===== config.mk =====
export PLATFORM = sky130hd
export DESIGN_NAME = alu_dispatch_unit
export DESIGN_NICKNAME = d
export VERILOG_FILES = /design/src/rtl/alu_dispatch_pkg.sv /design/src/rtl/alu_dispatch_decode.sv /design/src/rtl/d_ff_async_en.sv /design/src/rtl/alu_dispatch_unit.sv
export SDC_FILE = /design/constraint.sdc
export NUM_CORES = 1
export LEC_CHECK = 0
export ABC_AREA = 1
export CAP_MARGIN = 20
export CORE_MARGIN = 1
export CORE_UTILIZATION = 30
export DETAILED_ROUTE_END_ITERATION = 10
export GPL_TIMING_DRIVEN = 0
export PLACE_DENSITY = 0.76
export SYNTH_ARGS = -nofsm -noshare
export SYNTH_HDL_FRONTEND = slang
export SYNTH_HIERARCHICAL = 1
export SYNTH_SLANG_ARGS = --single-unit

===== constraint.sdc =====
create_clock -name clk -period 3.7 [get_ports clk]
set_clock_uncertainty 0.15 [all_clocks]
set_input_delay 0.555 -clock clk [delete_from_list [all_inputs] [get_ports clk]]
set_output_delay 0.555 -clock clk [all_outputs]
set_load 0.05 [all_outputs]

===== src/rtl/alu_dispatch_pkg.sv =====
// Shared types and constants for the ALU dispatch unit: FSM encoding, opcodes
// and the default field layout of the instruction word.
package alu_dispatch_pkg;

  typedef enum logic [1:0] {
    IDLE     = 2'd0,
    FETCH    = 2'd1,
    DISPATCH = 2'd2,
    DROP     = 2'd3
  } state_e;

  localparam int OP_ADD = 1;
  localparam int OP_MUL = 2;

  localparam int DEF_DATA_SIZE      = 16;
  localparam int DEF_ID_SIZE        = 4;
  localparam int DEF_OPERATION_SIZE = 2;
  localparam int DEF_NUM_UNITS      = 2;
  localparam int DEF_CNT_SIZE       = 16;

  // Instruction word is {data1, data0, id, op}, op in the low bits.
  function automatic int fifo_in_width(input int data_size, input int id_size,
                                        input int op_size);
    return 2 * data_size + id_size + op_size;
  endfunction

endpackage


===== src/rtl/alu_dispatch_decode.sv =====
// Opcode to one-hot unit select; unit k answers opcode OP_ADD+k, anything else
// (including 0) is illegal.
module alu_dispatch_decode
  import alu_dispatch_pkg::*;
#(
  parameter int OPERATION_SIZE = DEF_OPERATION_SIZE,
  parameter int NUM_UNITS      = DEF_NUM_UNITS
) (
  input  logic [OPERATION_SIZE-1:0] op,
  output logic [NUM_UNITS-1:0]      onehot,
  output logic                      legal
);

  always_comb begin
    onehot = '0;
    for (int k = 0; k < NUM_UNITS; k++) begin
      onehot[k] = (op == OPERATION_SIZE'(OP_ADD + k));
    end
  end

  assign legal = |onehot;

endmodule


===== src/rtl/d_ff_async_en.sv =====
// Generic register with asynchronous active-low reset and synchronous load enable.
module d_ff_async_en #(
  parameter int                WIDTH   = 1,
  parameter logic [WIDTH-1:0]  RST_VAL = '0
) (
  input  logic             clk,
  input  logic             rst_n,
  input  logic             en,
  input  logic [WIDTH-1:0] d,
  output logic [WIDTH-1:0] q
);

  always_ff @(posedge clk or negedge rst_n) begin
    if (!rst_n) q <= RST_VAL;
    else if (en) q <= d;
  end

endmodule


===== src/rtl/alu_dispatch_unit.sv =====
// Pops instruction words from the input FIFO and hands each to one ALU unit via
// valid/ready. Optional statistics counters: define ALU_DISPATCH_STATS_EN.
//
// Handshake: unit_valid[k] is held with stable op_a/op_b/id_out until the cycle
// in which unit_ready[k] is also high; that cycle is the transfer.
module alu_dispatch_unit
  import alu_dispatch_pkg::*;
#(
  parameter int DATA_SIZE      = DEF_DATA_SIZE,
  parameter int ID_SIZE        = DEF_ID_SIZE,
  parameter int OPERATION_SIZE = DEF_OPERATION_SIZE,
  parameter int NUM_UNITS      = DEF_NUM_UNITS,
  parameter int OPERATION_BIT  = 0,
  parameter int ID_BIT         = OPERATION_SIZE,
  parameter int DATA0_BIT      = OPERATION_SIZE + ID_SIZE,
  parameter int DATA1_BIT      = DATA0_BIT + DATA_SIZE,
  parameter int FIFO_IN_WIDTH  = fifo_in_width(DATA_SIZE, ID_SIZE, OPERATION_SIZE)
`ifdef ALU_DISPATCH_STATS_EN
  ,
  parameter int CNT_SIZE       = DEF_CNT_SIZE
`endif
) (
  input  logic                     clk,
  input  logic                     rst_n,
  input  logic [FIFO_IN_WIDTH-1:0] fifo_data,
  input  logic                     empty_in,
  output logic                     r_en_in,
  input  logic [NUM_UNITS-1:0]     unit_ready,
  output logic [NUM_UNITS-1:0]     unit_valid,
  output logic [DATA_SIZE-1:0]     op_a,
  output logic [DATA_SIZE-1:0]     op_b,
  output logic [DATA_SIZE/2-1:0]   op_a_half,
  output logic [DATA_SIZE/2-1:0]   op_b_half,
  output logic [ID_SIZE-1:0]       id_out,
  output logic                     busy,
  output logic                     err_op,
  output logic [1:0]               state_dbg
`ifdef ALU_DISPATCH_STATS_EN
  ,
  input  logic                            stats_clr,
  output logic [NUM_UNITS*CNT_SIZE-1:0]   disp_cnt,
  output logic [CNT_SIZE-1:0]             drop_cnt
`endif
);

  localparam int HOLD_W = 2 * DATA_SIZE + ID_SIZE + OPERATION_SIZE;

  state_e                    state_q, state_d;
  logic [1:0]                state_raw;
  logic                      load;
  logic                      handshake;
  logic [HOLD_W-1:0]         hold_d, hold_q;
  logic [OPERATION_SIZE-1:0] op_reg, dec_op;
  logic [NUM_UNITS-1:0]      dec_onehot;
  logic                      dec_legal;

  d_ff_async_en #(.WIDTH(2), .RST_VAL(2'(IDLE))) u_state_reg (
    .clk(clk), .rst_n(rst_n), .en(1'b1), .d(state_d), .q(state_raw)
  );
  assign state_q = state_e'(state_raw);

  assign hold_d = {fifo_data[DATA1_BIT +: DATA_SIZE], fifo_data[DATA0_BIT +: DATA_SIZE],
                   fifo_data[ID_BIT +: ID_SIZE], fifo_data[OPERATION_BIT +: OPERATION_SIZE]};

  d_ff_async_en #(.WIDTH(HOLD_W)) u_hold_reg (
    .clk(clk), .rst_n(rst_n), .en(load), .d(hold_d), .q(hold_q)
  );
  assign {op_b, op_a, id_out, op_reg} = hold_q;

  // One decoder serves both jobs: legality of the incoming word in FETCH and
  // the unit select of the held word in DISPATCH.
  assign dec_op = (state_q == FETCH) ? fifo_data[OPERATION_BIT +: OPERATION_SIZE] : op_reg;

  alu_dispatch_decode #(.OPERATION_SIZE(OPERATION_SIZE), .NUM_UNITS(NUM_UNITS)) u_decode (
    .op(dec_op), .onehot(dec_onehot), .legal(dec_legal)
  );

  assign unit_valid = (state_q == DISPATCH) ? dec_onehot : '0;
  assign handshake  = |(unit_valid & unit_ready);
  assign op_a_half  = op_a[DATA_SIZE/2-1:0];
  assign op_b_half  = op_b[DATA_SIZE/2-1:0];
  assign busy       = (state_q != IDLE);
  assign err_op     = (state_q == DROP);
  assign state_dbg  = state_q;

  always_comb begin
    state_d = state_q;
    r_en_in = 1'b0;
    load    = 1'b0;
    case (state_q)
      IDLE: begin
        // Gated by rst_n so the strobe is already low while reset is held.
        r_en_in = !empty_in && rst_n;
        if (r_en_in) state_d = FETCH;
      end
      FETCH: begin
        load    = 1'b1;
        state_d = dec_legal ? DISPATCH : DROP;
      end
      DISPATCH: begin
        if (handshake) begin
          r_en_in = !empty_in;
          state_d = empty_in ? IDLE : FETCH;
        end
      end
      DROP:    state_d = IDLE;
      default: state_d = IDLE;
    endcase
  end

`ifdef ALU_DISPATCH_STATS_EN
  // Saturating counters; a clear wins over a coincident increment.
  for (genvar k = 0; k < NUM_UNITS; k++) begin : g_disp_cnt
    logic [CNT_SIZE-1:0] cnt_q, cnt_d;
    logic                inc;
    assign inc   = unit_valid[k] & unit_ready[k];
    assign cnt_d = stats_clr ? '0 : cnt_q + CNT_SIZE'(1);
    d_ff_async_en #(.WIDTH(CNT_SIZE)) u_cnt (
      .clk(clk), .rst_n(rst_n), .en(stats_clr | (inc & ~&cnt_q)), .d(cnt_d), .q(cnt_q)
    );
    assign disp_cnt[k*CNT_SIZE +: CNT_SIZE] = cnt_q;
  end

  logic [CNT_SIZE-1:0] drop_d;
  logic                drop_inc;
  assign drop_inc = (state_q == DROP);
  assign drop_d   = stats_clr ? '0 : drop_cnt + CNT_SIZE'(1);
  d_ff_async_en #(.WIDTH(CNT_SIZE)) u_drop_cnt (
    .clk(clk), .rst_n(rst_n), .en(stats_clr | (drop_inc & ~&drop_cnt)), .d(drop_d), .q(drop_cnt)
  );
`endif

endmodule


# ---- After elaboration in Yosys (flattened, before gate mapping)
# Index checks and enable logic that the tools add are counted.
dict set report classes {
  eq_ne 7
  muxes 10
  bitwise_logic 1
  reduce_logical 7
}
# operator n
set op_table {}
lappend op_table {{$mux 2} 4}
lappend op_table {{$pmux 2 s4} 1}
lappend op_table {{$eq 2x2->1 const B} 3}
lappend op_table {{$eq 2x1->1 const B} 2}
lappend op_table {{$mux 1} 4}
lappend op_table {{$ne 2x2->1 const B} 2}
lappend op_table {{$reduce_or 2->1} 2}
lappend op_table {{$and 2x2->2} 1}
lappend op_table {{$logic_not 2->1} 1}
lappend op_table {{$pmux 1 s2} 1}
lappend op_table {{$reduce_and 2->1} 1}
lappend op_table {{$reduce_bool 2->1} 1}
lappend op_table {{$logic_and 1x1->1} 1}
lappend op_table {{$logic_not 1->1} 1}
dict set report totals {
  reg_bits 40
  output_inout_bits 59
  wordCells 27
}

# ---- Longest topological paths before layout
dict set report depth {
  word_depth 8
  mapped_depth 13
  mapped_depth_nobuf 13
}

# ---- Cells and area by module
# The synthesis kept the hierarchy.
# mod instances cells_each area_each_um2 seq_area_each_um2
set modules_own_cells {}
lappend modules_own_cells {{d_ff_async_en (u_hold_reg)} 1 161 1452.6 950.9}
lappend modules_own_cells {alu_dispatch_unit 1 45 249.0 0.0}
lappend modules_own_cells {{d_ff_async_en (u_state_reg)} 1 9 76.3 50.0}
lappend modules_own_cells {alu_dispatch_decode 1 5 36.3 0.0}

# ---- Least setup slack after synthesis
# OpenSTA, ideal clock, no wires.
dict set report synth_timing {
  path_kind {register to output}
  from {register u_state_reg.q[0]}
  to {output unit_valid[1]}
  arrival_time_ns 2.009
  t_required_ns 2.995
  path_slack_ns 0.986
  path_stages_with_launch 10
  n_path_buf 0
  cell_sequence {dfrtp_1 > inv_2 > nor2_4 > inv_2 > nand2_1 > nand2_1 > inv_1 > ha_1 > inv_1 > nor2_1}
}
dict set report synth_between {
  elab_chain_cells 4
  elab_cells_between_ends 5
  classes_between {eq/ne (3); mux (2)}
}
# element line_no
set synth_lines {}
lappend synth_lines {{start: declaration} d_ff_async_en.sv:10} ;# output logic [WIDTH-1:0] q
lappend synth_lines {{start signal: assignment} d_ff_async_en.sv:14} ;# if (!rst_n) q <= RST_VAL;
lappend synth_lines {{start signal: assignment} d_ff_async_en.sv:15} ;# else if (en) q <= d;
lappend synth_lines {{$eq 2x1->1} alu_dispatch_unit.sv:72} ;# assign dec_op = (state_q == FETCH) ? fifo_data[OPERATION_BIT +: OPERATION_SIZE] : op_reg;
lappend synth_lines {{$mux 2} alu_dispatch_unit.sv:72}
lappend synth_lines {{named net dec_op[0]} alu_dispatch_unit.sv:53} ;# logic [OPERATION_SIZE-1:0] op_reg, dec_op;
lappend synth_lines {{$eq 2x2->1} alu_dispatch_decode.sv:17} ;# onehot[k] = (op == OPERATION_SIZE'(OP_ADD + k));
lappend synth_lines {{named net dec_onehot[1]} alu_dispatch_unit.sv:54} ;# logic [NUM_UNITS-1:0] dec_onehot;
lappend synth_lines {{$mux 2} alu_dispatch_unit.sv:78} ;# assign unit_valid = (state_q == DISPATCH) ? dec_onehot : '0;
lappend synth_lines {{end: declaration} alu_dispatch_unit.sv:29} ;# output logic [NUM_UNITS-1:0] unit_valid,
# The timed path passes the listed nets, and every way through them passes these cells.

# ---- Final worst setup path
dict set report layout_timing {
  from {register u_state_reg.q[1]}
  to {output r_en_in}
}
dict set report layout_between {
  elab_chain_cells 8
  elab_cells_between_ends 11
  classes_between {eq/ne (4); mux (4); bitwise (1); reduce/logical (2)}
}
# element line_no
set layout_lines {}
lappend layout_lines {{$eq 2x1->1} alu_dispatch_unit.sv:72}
lappend layout_lines {{$mux 2} alu_dispatch_unit.sv:72}
lappend layout_lines {{named net dec_op[0]} alu_dispatch_unit.sv:53}
lappend layout_lines {{$eq 2x2->1} alu_dispatch_decode.sv:17}
lappend layout_lines {{named net dec_onehot[1]} alu_dispatch_unit.sv:54}
lappend layout_lines {{$mux 2} alu_dispatch_unit.sv:78}
lappend layout_lines {{$and 2x2->2} alu_dispatch_unit.sv:79} ;# assign handshake = |(unit_valid & unit_ready);
lappend layout_lines {{$reduce_or 2->1} alu_dispatch_unit.sv:79}
lappend layout_lines {{$mux 1} alu_dispatch_unit.sv:101} ;# if (handshake) begin
lappend layout_lines {{$pmux 1 s2} alu_dispatch_unit.sv:90} ;# case (state_q)
lappend layout_lines {{end: declaration} alu_dispatch_unit.sv:27} ;# output logic r_en_in,
# The timed path passes the listed nets, and every way through them passes these cells.

==> impl_results.md <==
* Dominant cells by area after synthesis: dfrtp_1, nand2_1, buf_4
* Crit. End Element: output port
* HP Class: input port to async pin
* Yosys top cell area share at 55.2%
* Site Rows at 27
* WP data required at 2.99 ns
* Postcts setup bufs at 0
* DRC violations left at 0
* CP max FO at 8
* Sink Count at 40
* Avg Cell Area, Syn at 8.25 um^2
* Vias in the first global route at 1533
* CTS buffer count at 5
* Final hold vios at 0
* Post-CTS resize count at 0
* GPL Wtd Cong at 0.751
* Clk root buf: clkbuf_8
* Worst path arrival time at 2.50 ns
* Clock Tree Buf Depth at 2
* #FFs+latches synth at 40
* DR vias at 1683
* Port-buffer cells at 101
* CP max stage delay at 0.79 ns
* # placed instances at 396
* # IOs at 102
* Cell family with most CP delay: buffers and inverters
* Cells after Synth at 220
* Final period util at 86.7%
* WL/cell at 10.6 um
* Area growth from synthesis to layout at 67.1%
* Final-layout fill cell count at 542
* CTS clk-pin slew, worst paths at 0.08 ns
* RSZ-0062 raised after global routing: false
* Core area at 5680 um^2
* Total Wirelength at 4.28 mm
* Routed Antenna Nets at 0
* Setup-failing EPs final at 0
* Slew HR at 65.1%
* Final nets at 376
* First-pass GRT wire length at 6.83 mm
* Number of buffers and inverters on the critical path at 3
* Die height at 79.8 um
* Skew-Pair Late Insertion Delay at 0.28 ns
* Pre-CTS setup slack at 0.533 ns
* Distinct cells, synth at 15
* Largest net degree at the start of global routing at 26
* Die X at 79.8 um
* Status: complete, no violations
* Post-synthesis sequential area ratio at 55.2%
* Util after Layout at 53.4%
* Antenna fix cells at 0
* CP cell instances: nor2_4 -> inv_2 -> nand2_1 -> nand2_1 -> inv_1 -> ha_1 -> nand4_1 -> nand2_1 -> nand2_1 -> nand2_1 -> clkdlybuf4s50_1
* Max-cap violations at 0
* Layout cells sized above 1 at 11.1%
* Final Max Slew Viols at 0
* Final Non-Filler Cells at 404
* Count leader, synth: nand2_1
* CTS Hold Buffers Added at 0
* Final min period at 3.21 ns
* Synthesized cell area at 1810 um^2
* DRT iter0 DRCs at 46
* Most Frequent Cell on Critical Path: nand2_1
* Yosys Warn Count at 6
* H-tree depth at 2
* Final WS setup at 0.490 ns
* Vias/cell at 4.17
* Slew @ Worst Pin at 0.521 ns
* Initial Util at 32.0%
* Asr flop ratio synth at 100%
* DIE AREA at 6360 um^2
* CTS tree: yes
* Drt first pass iters at 4
* WS Path Type: flop to output port
* Top_reg_cell synth: dfrtp_1
* Total track usage at 13.7%
* Half-perimeter wire length after placement at 3.32 mm
* Initial antenna violation count at 0
* Highest clock rate at 312 MHz
* Gr ovfl total at 0
* Post-synth top cells: nand2_1, dfrtp_1, buf_4, inv_1, buf_6
* Yosys top cell by area: dfrtp_1
* CP Launch Type: flop
* Post-synth EDFFs at 0
* Max stage delay cell, worst path: clkdlybuf4s50_1
registers in the layout, indices dropped and copies added (netlist names):
register       flops
u_hold_reg/q      38
u_state_reg/q      2
final cells by class:
class / instances / area, um^2 / area share, %
Timing Repair Buffer: 102 / 1030 / 33.8
Sequential cell: 40 / 1000 / 33.0
Multi-Input combinational cell: 146 / 586 / 19.3
Buffer: 24 / 190 / 6.27
Tap cell: 72 / 90.1 / 2.97
Clock buffer: 7 / 86.3 / 2.85
Inverter: 12 / 45.0 / 1.49
Clock inverter: 1 / 7.51 / 0.248
per-stage QoR:
step	hold slack [ns]	cell area, um^2	TNS, ns
2_1_floorplan	0.109	1820	0
3_3_place_gp	0.303	2920	-0.588
3_5_place_dp	0.308	2940	0
4_1_cts	0.0473	3030	0
5_1_grt	0.0510	3030	0
6_report	0.0422	3030	0
routing by layer:
layer / track usage (%) / part of all wire [%] / wire length (um)
met1: 15.7 / 42 / 1800
met2: 24.8 / 50 / 2130
met3: 4.69 / 7.5 / 322
met4: 2.68 / 0.58 / 25
met5: 0 / 0 / 0
cell families (layout without fill, tap and decap cells):
logic type | after synthesis | after routing | share of synthesized area [%]
and+or+nand+nor | 140 | 140 | 30.0
buffers and inverters | 36 | 146 | 13.0
adders and majority gates | 2 | 2 | 1.38
AOI/OAI and AO/OA | 1 | 1 | 0.276
DFF | 40 | 40 | 55.2
other | 1 | 3 | 0.207
worst paths after layout:
check                                        startpoint                      endpoint  slack [ns]  cells after the start
max                        u_state_reg/q[1]$_DFFE_PN0P_                       r_en_in        0.49                     11
min                                               rst_n  u_hold_reg/q[27]$_DFFE_PN0P_        0.04                      1
max reg2reg                u_state_reg/q[1]$_DFFE_PN0P_  u_state_reg/q[0]$_DFFE_PN0P_        1.86                     10
min reg2reg                u_hold_reg/q[14]$_DFFE_PN0P_  u_hold_reg/q[14]$_DFFE_PN0P_        0.32                      2
max in group asynchronous                         rst_n   u_hold_reg/q[4]$_DFFE_PN0P_        2.88                      2
min in group clk           u_hold_reg/q[14]$_DFFE_PN0P_  u_hold_reg/q[14]$_DFFE_PN0P_        0.32                      2
layout by cell type (no fill, tap or decap):
cell / netlist / layout
buf_12: 0 / 1
buf_2: 2 / 3
buf_4: 18 / 18
buf_6: 4 / 4
clkbuf_1: 0 / 1
clkbuf_8: 0 / 6
clkdlybuf4s50_1: 0 / 100
clkinvlp_4: 0 / 1
conb_1: 1 / 3
dfrtp_1: 40 / 40
ha_1: 2 / 2
inv_1: 9 / 9
inv_2: 3 / 3
nand2_1: 132 / 132
nand3_1: 1 / 1
nand4_1: 3 / 3
nor2_1: 2 / 2
nor2_4: 1 / 1
o21ai_0: 1 / 1
or2_1: 1 / 1
Power is not shown: default switching activity piles up to over one toggle a cycle in this logic, so the estimate is an artifact.
